### config.mk
export PLATFORM = sky130hd
export DESIGN_NAME = mem_arbiter
export DESIGN_NICKNAME = d
export VERILOG_FILES = /design/src/rtl/mem_arbiter.sv
export SDC_FILE = /design/constraint.sdc
export NUM_CORES = 1
export LEC_CHECK = 0
export CAP_MARGIN = 20
export CORE_UTILIZATION = 30
export DETAILED_ROUTE_END_ITERATION = 7
export DONT_BUFFER_PORTS = 1
export PLACE_DENSITY = 0.53
export SYNTH_ARGS = -nofsm -noshare
export SYNTH_HDL_FRONTEND = slang
export SYNTH_SLANG_ARGS = --single-unit
### constraint.sdc
create_clock -name clk -period 1.8 [get_ports clk]
set_clock_uncertainty 0.15 [all_clocks]
set_input_delay 0 -clock clk [delete_from_list [all_inputs] [get_ports clk]]
set_output_delay 0 -clock clk [all_outputs]
set_load 0.05 [all_outputs]
### src/rtl/mem_arbiter.sv
// rtl/mem_arbiter.sv - two-port round-robin arbiter for a fixed-latency memory read port
module mem_arbiter #(
  parameter int MEM_DEPTH = 4,
  parameter int MEM_EXTRA = 4,
  parameter int LATENCY   = 1,
  localparam int DW       = (2 ** MEM_EXTRA) * 8
) (
  input  logic                 clk,
  input  logic                 reset,
  input  logic                 a_req,
  input  logic [MEM_DEPTH:0]   a_addr,
  input  logic [MEM_EXTRA-1:0] a_extra,
  output logic                 a_gnt,
  output logic                 a_valid,
  output logic [DW-1:0]        a_data,
  output logic                 a_error,
  input  logic                 b_req,
  input  logic [MEM_DEPTH:0]   b_addr,
  input  logic [MEM_EXTRA-1:0] b_extra,
  output logic                 b_gnt,
  output logic                 b_valid,
  output logic [DW-1:0]        b_data,
  output logic                 b_error,
  output logic [MEM_DEPTH:0]   mem_addr,
  output logic [MEM_EXTRA-1:0] mem_extra,
  input  logic [DW-1:0]        mem_data,
  input  logic                 mem_error,
  output logic                 busy
);

  localparam int CW = (LATENCY > 1) ? $clog2(LATENCY) : 1;

  typedef enum logic [1:0] {IDLE, ISSUE, WAIT, RESP} state_t;

  state_t        state, next_state;
  logic [CW-1:0] cnt;
  // 1 = port B holds the most recent grant; also identifies the owner of the in-flight access
  logic          last_grant;
  logic          pick_b;

  // On a tie the port that did not win last time is chosen
  assign pick_b = b_req & (~a_req | ~last_grant);

  // State register
  always_ff @(posedge clk) begin
    if (reset) state <= IDLE;
    else       state <= next_state;
  end

  // Next-state logic and the grant/valid/busy strobes decoded from the state
  always_comb begin
    next_state = state;
    a_gnt      = 1'b0;
    b_gnt      = 1'b0;
    a_valid    = 1'b0;
    b_valid    = 1'b0;
    busy       = (state != IDLE);
    case (state)
      IDLE:  if (a_req | b_req) next_state = ISSUE;
      ISSUE: begin
        next_state = WAIT;
        a_gnt      = ~last_grant;
        b_gnt      = last_grant;
      end
      WAIT:  if (cnt == '0) next_state = RESP;
      RESP:  begin
        next_state = IDLE;
        a_valid    = ~last_grant;
        b_valid    = last_grant;
      end
      default: next_state = IDLE;
    endcase
  end

  // Datapath: winner capture, memory address register, latency counter, response registers
  always_ff @(posedge clk) begin
    if (reset) begin
      last_grant <= 1'b1;
      mem_addr   <= '0;
      mem_extra  <= '0;
      cnt        <= '0;
      a_data     <= '0;
      a_error    <= 1'b0;
      b_data     <= '0;
      b_error    <= 1'b0;
    end else begin
      case (state)
        IDLE: begin
          if (a_req | b_req) begin
            last_grant <= pick_b;
            mem_addr   <= pick_b ? b_addr  : a_addr;
            mem_extra  <= pick_b ? b_extra : a_extra;
          end
        end
        ISSUE: cnt <= CW'(LATENCY - 1);
        WAIT: begin
          if (cnt == '0) begin
            if (last_grant) begin
              b_data  <= mem_data;
              b_error <= mem_error;
            end else begin
              a_data  <= mem_data;
              a_error <= mem_error;
            end
          end else begin
            cnt <= cnt - 1'b1;
          end
        end
        default: ;
      endcase
    end
  end

endmodule

==> run_summary.xml <==
<?xml version="1.0" encoding="UTF-8"?>
<metrics>
  <group name="drt">
    <metric name="drtAntennaViolNets" unit="">0</metric>
    <metric name="drt_iter0_drc" unit="">414</metric>
    <metric name="routed_via_density" unit="">4.60</metric>
    <metric name="route.detailed.wl_per_inst" unit="µm">15.7</metric>
    <metric name="detail_route.drc_violations" unit="">0</metric>
    <metric name="detailedRoute.firstPassIterationCount" unit="">4</metric>
    <metric name="finalWirelength" unit="µm">30200</metric>
    <metric name="detailroute.via_count" unit="">8826</metric>
  </group>
  <group name="floorplan">
    <metric name="dieWidth" unit="µm">180</metric>
    <metric name="design.portCount" unit="">423</metric>
    <metric name="effective_utilization_at_floorplan" unit="%">30.8</metric>
    <metric name="std_cell_rows" unit="">64</metric>
    <metric name="y_dimension_of_the_die" unit="µm">180</metric>
    <metric name="die_area" unit="µm²">32600</metric>
    <metric name="placeableCoreArea" unit="µm²">31000</metric>
  </group>
  <group name="placed_design">
    <metric name="dp_hpwl" unit="µm">20200</metric>
    <metric name="gp_congestion" unit="">0.785</metric>
    <metric name="buffers_added_on_ports" unit="">0</metric>
  </group>
  <group name="synthesis">
    <metric name="synthDominantCellAreaShare" unit="%">56.6</metric>
    <metric name="main_combinational_cell_family_by_area_after_synthesis" unit="">simple AND/OR/NAND/NOR gates</metric>
    <metric name="post_synth_main_area_contributors" unit="">dfxtp_1, nand2_1, a21oi_1, buf_2, buf_6</metric>
    <metric name="post_synth_xor_area_fraction" unit="%">0</metric>
    <metric name="post-synth-top-area-cell" unit="">dfxtp_1</metric>
    <metric name="yosys_warnings" unit="">0</metric>
    <metric name="synth_enable_flop_cells" unit="">0</metric>
    <metric name="simple_logic_cell_fraction_of_the_synthesized_area" unit="%">22.1</metric>
    <metric name="synthesis.area_per_instance" unit="µm²">7.97</metric>
    <metric name="synthesis.nets" unit="">1354</metric>
    <metric name="sequential_element_share_of_the_synthesized_area" unit="%">56.6</metric>
    <metric name="syn_std_cell_area" unit="µm²">9550</metric>
    <metric name="yosysUniqueCellTypes" unit="">25</metric>
    <metric name="yosys_register_bits" unit="">270</metric>
    <metric name="synth.area.mux_share" unit="%">0.105</metric>
    <metric name="syn_inst" unit="">1198</metric>
    <metric name="synth_adder_area_share" unit="%">0.655</metric>
    <metric name="synth_compound_gate_area_share" unit="%">14.8</metric>
    <metric name="synthArstFlopShare" unit="%">0</metric>
    <metric name="postSynth.topFlopCell" unit="">dfxtp_1</metric>
  </group>
  <group name="cts">
    <metric name="cts-root-to-sink-buffers" unit="">3</metric>
    <metric name="cts_made_buffers" unit="">30</metric>
    <metric name="cts.sinks" unit="">270</metric>
    <metric name="tritoncts" unit="">yes</metric>
    <metric name="worstSkewPairLatency" unit="ns">0.54</metric>
    <metric name="htreeDepth" unit="">1</metric>
    <metric name="worst_setup_hold_path_clk_slew" unit="ns">0.06</metric>
    <metric name="clockRootBuffer" unit="">clkbuf_16</metric>
  </group>
  <group name="critical_path">
    <metric name="critPathBufInv" unit="">2</metric>
    <metric name="crit_family" unit="">flip-flops</metric>
    <metric name="worst_setup_slack_for_register_to_register_paths" unit="ns">0.11</metric>
    <metric name="crit_path_end_kind" unit="">primary output</metric>
    <metric name="crit_path_max_fanout" unit="">4</metric>
    <metric name="timing.critical_path.arrival" unit="ns">1.56</metric>
    <metric name="crit_type" unit="">reg2out</metric>
    <metric name="worstPathCellList" unit="">inv_1, ha_1, nor2b_1, buf_4</metric>
    <metric name="critical_path.slowest_cell" unit="">dfxtp_1</metric>
    <metric name="critPathRequiredTime" unit="ns">1.65</metric>
    <metric name="critPathMaxStageDelay" unit="ns">0.39</metric>
    <metric name="crit_path_launch_type" unit="">register</metric>
  </group>
  <group name="timing">
    <metric name="worst_slew_margin_rel" unit="%">69.7</metric>
    <metric name="final-hold-violation-count" unit="">270</metric>
    <metric name="max_clock_freq" unit="MHz">584</metric>
    <metric name="final_period_minus_worst_setup_slack" unit="ns">1.71</metric>
    <metric name="max_slew.worst_pin.slew" unit="ns">0.455</metric>
    <metric name="drv_slew" unit="">0</metric>
    <metric name="rsz_0062_raised_after_global_routing" unit="">no</metric>
    <metric name="fin_hold_ws" unit="ns">-0.613</metric>
    <metric name="setup_total_negative_slack" unit="ns">0</metric>
    <metric name="min_period_over_period" unit="%">95.1</metric>
    <metric name="setup_viol_count_final" unit="">0</metric>
  </group>
  <group name="global_routing">
    <metric name="first_global_vias" unit="">8355</metric>
    <metric name="grt_antenna_before_repair" unit="">0</metric>
    <metric name="grt_max_degree" unit="">271</metric>
    <metric name="grt_pass1_wl" unit="µm">46300</metric>
    <metric name="gr-total-overflow" unit="">0</metric>
    <metric name="grtUsageTotal" unit="%">17.6</metric>
  </group>
  <group name="run">
    <metric name="max_cap_violations" unit="">0</metric>
  </group>
  <group name="run_status">
    <metric name="violations" unit="">hold timing</metric>
    <metric name="run_status" unit="">finished, violations left</metric>
  </group>
  <group name="pwr">
    <metric name="power.total" unit="µW">20400</metric>
    <metric name="ir_drop" unit="mV">1.21</metric>
    <metric name="cellPowerDensity" unit="nW/µm²">1490</metric>
    <metric name="power.leakage" unit="µW">0.00540</metric>
  </group>
  <group name="finish">
    <metric name="areaGrowthSynthToFinish" unit="%">42.9</metric>
    <metric name="final_layout_size_suffix_gt1_share" unit="%">23.3</metric>
    <metric name="insertedDiodeCount" unit="">0</metric>
    <metric name="nNetsFinal" unit="">1663</metric>
  </group>
  <group name="hold_path">
    <metric name="worst_hold_path_type" unit="">in2reg</metric>
  </group>
</metrics>
-- final timing paths --
check                                              start                       end  cells past startpoint
worst max-delay path               state[1]$_SDFFE_PP0P_                     a_gnt                      4
worst max register to register     state[0]$_SDFFE_PP0P_   b_data[41]$_SDFFE_PP0P_                      7
worst min register to register  a_data[127]$_SDFFE_PP0P_  a_data[127]$_SDFFE_PP0P_                      2
worst min-delay path                               reset  a_data[119]$_SDFFE_PP0P_                      1
-- layout make-up --
class | count | area, µm²
Inverter | 3 | 15.0
Multi-Input combinational cell | 835 | 3630
Clock inverter | 5 | 77.6
Timing Repair Buffer | 367 | 3120
Tap cell | 396 | 495
Fill cell | 3072 | 17300
Clock buffer | 44 | 905
Sequential cell | 270 | 5410
-- through the flow --
step	std cells	hold WS (ns)	area (µm²)	setup slack, ns	util, %
finish	1920	-0.613	13700	0.0875	44.1
global route	1920	-0.652	13700	0.00125	44.1
CTS	1891	-0.652	13300	0.000511	43.0
detailed placement	1801	-0.0591	11900	0.0970	38.5
global placement	1801	-0.0571	11900	0.147	38.5
floorplan	1198	-0.0140	9550	0.232	-
-- flip-flops by register name, indices dropped and copies added (netlist names) --
name	count
a_data	128
a_error	1
b_data	128
b_error	1
last_grant	1
mem_addr	5
mem_extra	4
state	2
-- worst reg2reg max path: stages (launching register included) --
cell     delay, ns
dfxtp_1       0.33
inv_1         0.07
ha_2          0.21
buf_4         0.15
nand2_4       0.10
buf_16        0.24
nand2_1       0.20
a21oi_1       0.15
-- layer usage --
layer  vias to the layer above  share of wire, %  GRT usage, %
li1                       4455                 -             -
met1                      4005                41          20.7
met2                       312                48          30.2
met3                        54               8.4          5.48
met4                         0               2.4          5.88
met5                         -                 0             0
-- cells in the final DEF, fill, tap and decap left out, types with 3 or more instances in the layout --
cell / n
a21oi_1: 259
nor2_1: 12
a311oi_1: 9
clkbuf_16: 31
nand2_1: 533
buf_4: 283
ha_1: 3
clkbuf_1: 5
buf_12: 12
dlygate4sd3_1: 70
dfxtp_1: 270
clkbuf_8: 8
-- what timing repair did --
action | 4_1_cts | 5_1_grt
setup endpoints to repair | 1 | 58
setup buffers | 0 | 0
resized for setup | 1 | 7
endpoints found under the hold margin | 270 | 270
cloned | 0 | 0
hold buffers | 41 | 29
-- synthesized netlist by cell type (2+ instances only) --
master and number:
inv_1 3, a311oi_1 9, buf_1 2, nor2_1 12, nand2_1 535, buf_6 13
and2_1 2, ha_1 5, buf_4 15, buf_2 32, clkbuf_1 28, a21oi_1 259
dfxtp_1 270, nor2b_1 2
-- cells by family after synthesis --
| group | count (synthesis) |
|---|---|
| adders and majority gates | 5 |
| and+or+nand+nor | 556 |
| buffers and inverters | 93 |
| DFF | 270 |
| AOI/OAI and AO/OA | 273 |
| muxes | 1 |
-- power breakdown --
part           total, µW  internal [µW]  leakage, µW  switching (µW)
registers           7050           6780      0.00219             272
clock network       6090           3710     0.000482            2380
logic               7260           2150      0.00273            5110
Power figures use the tool's default switching activity.
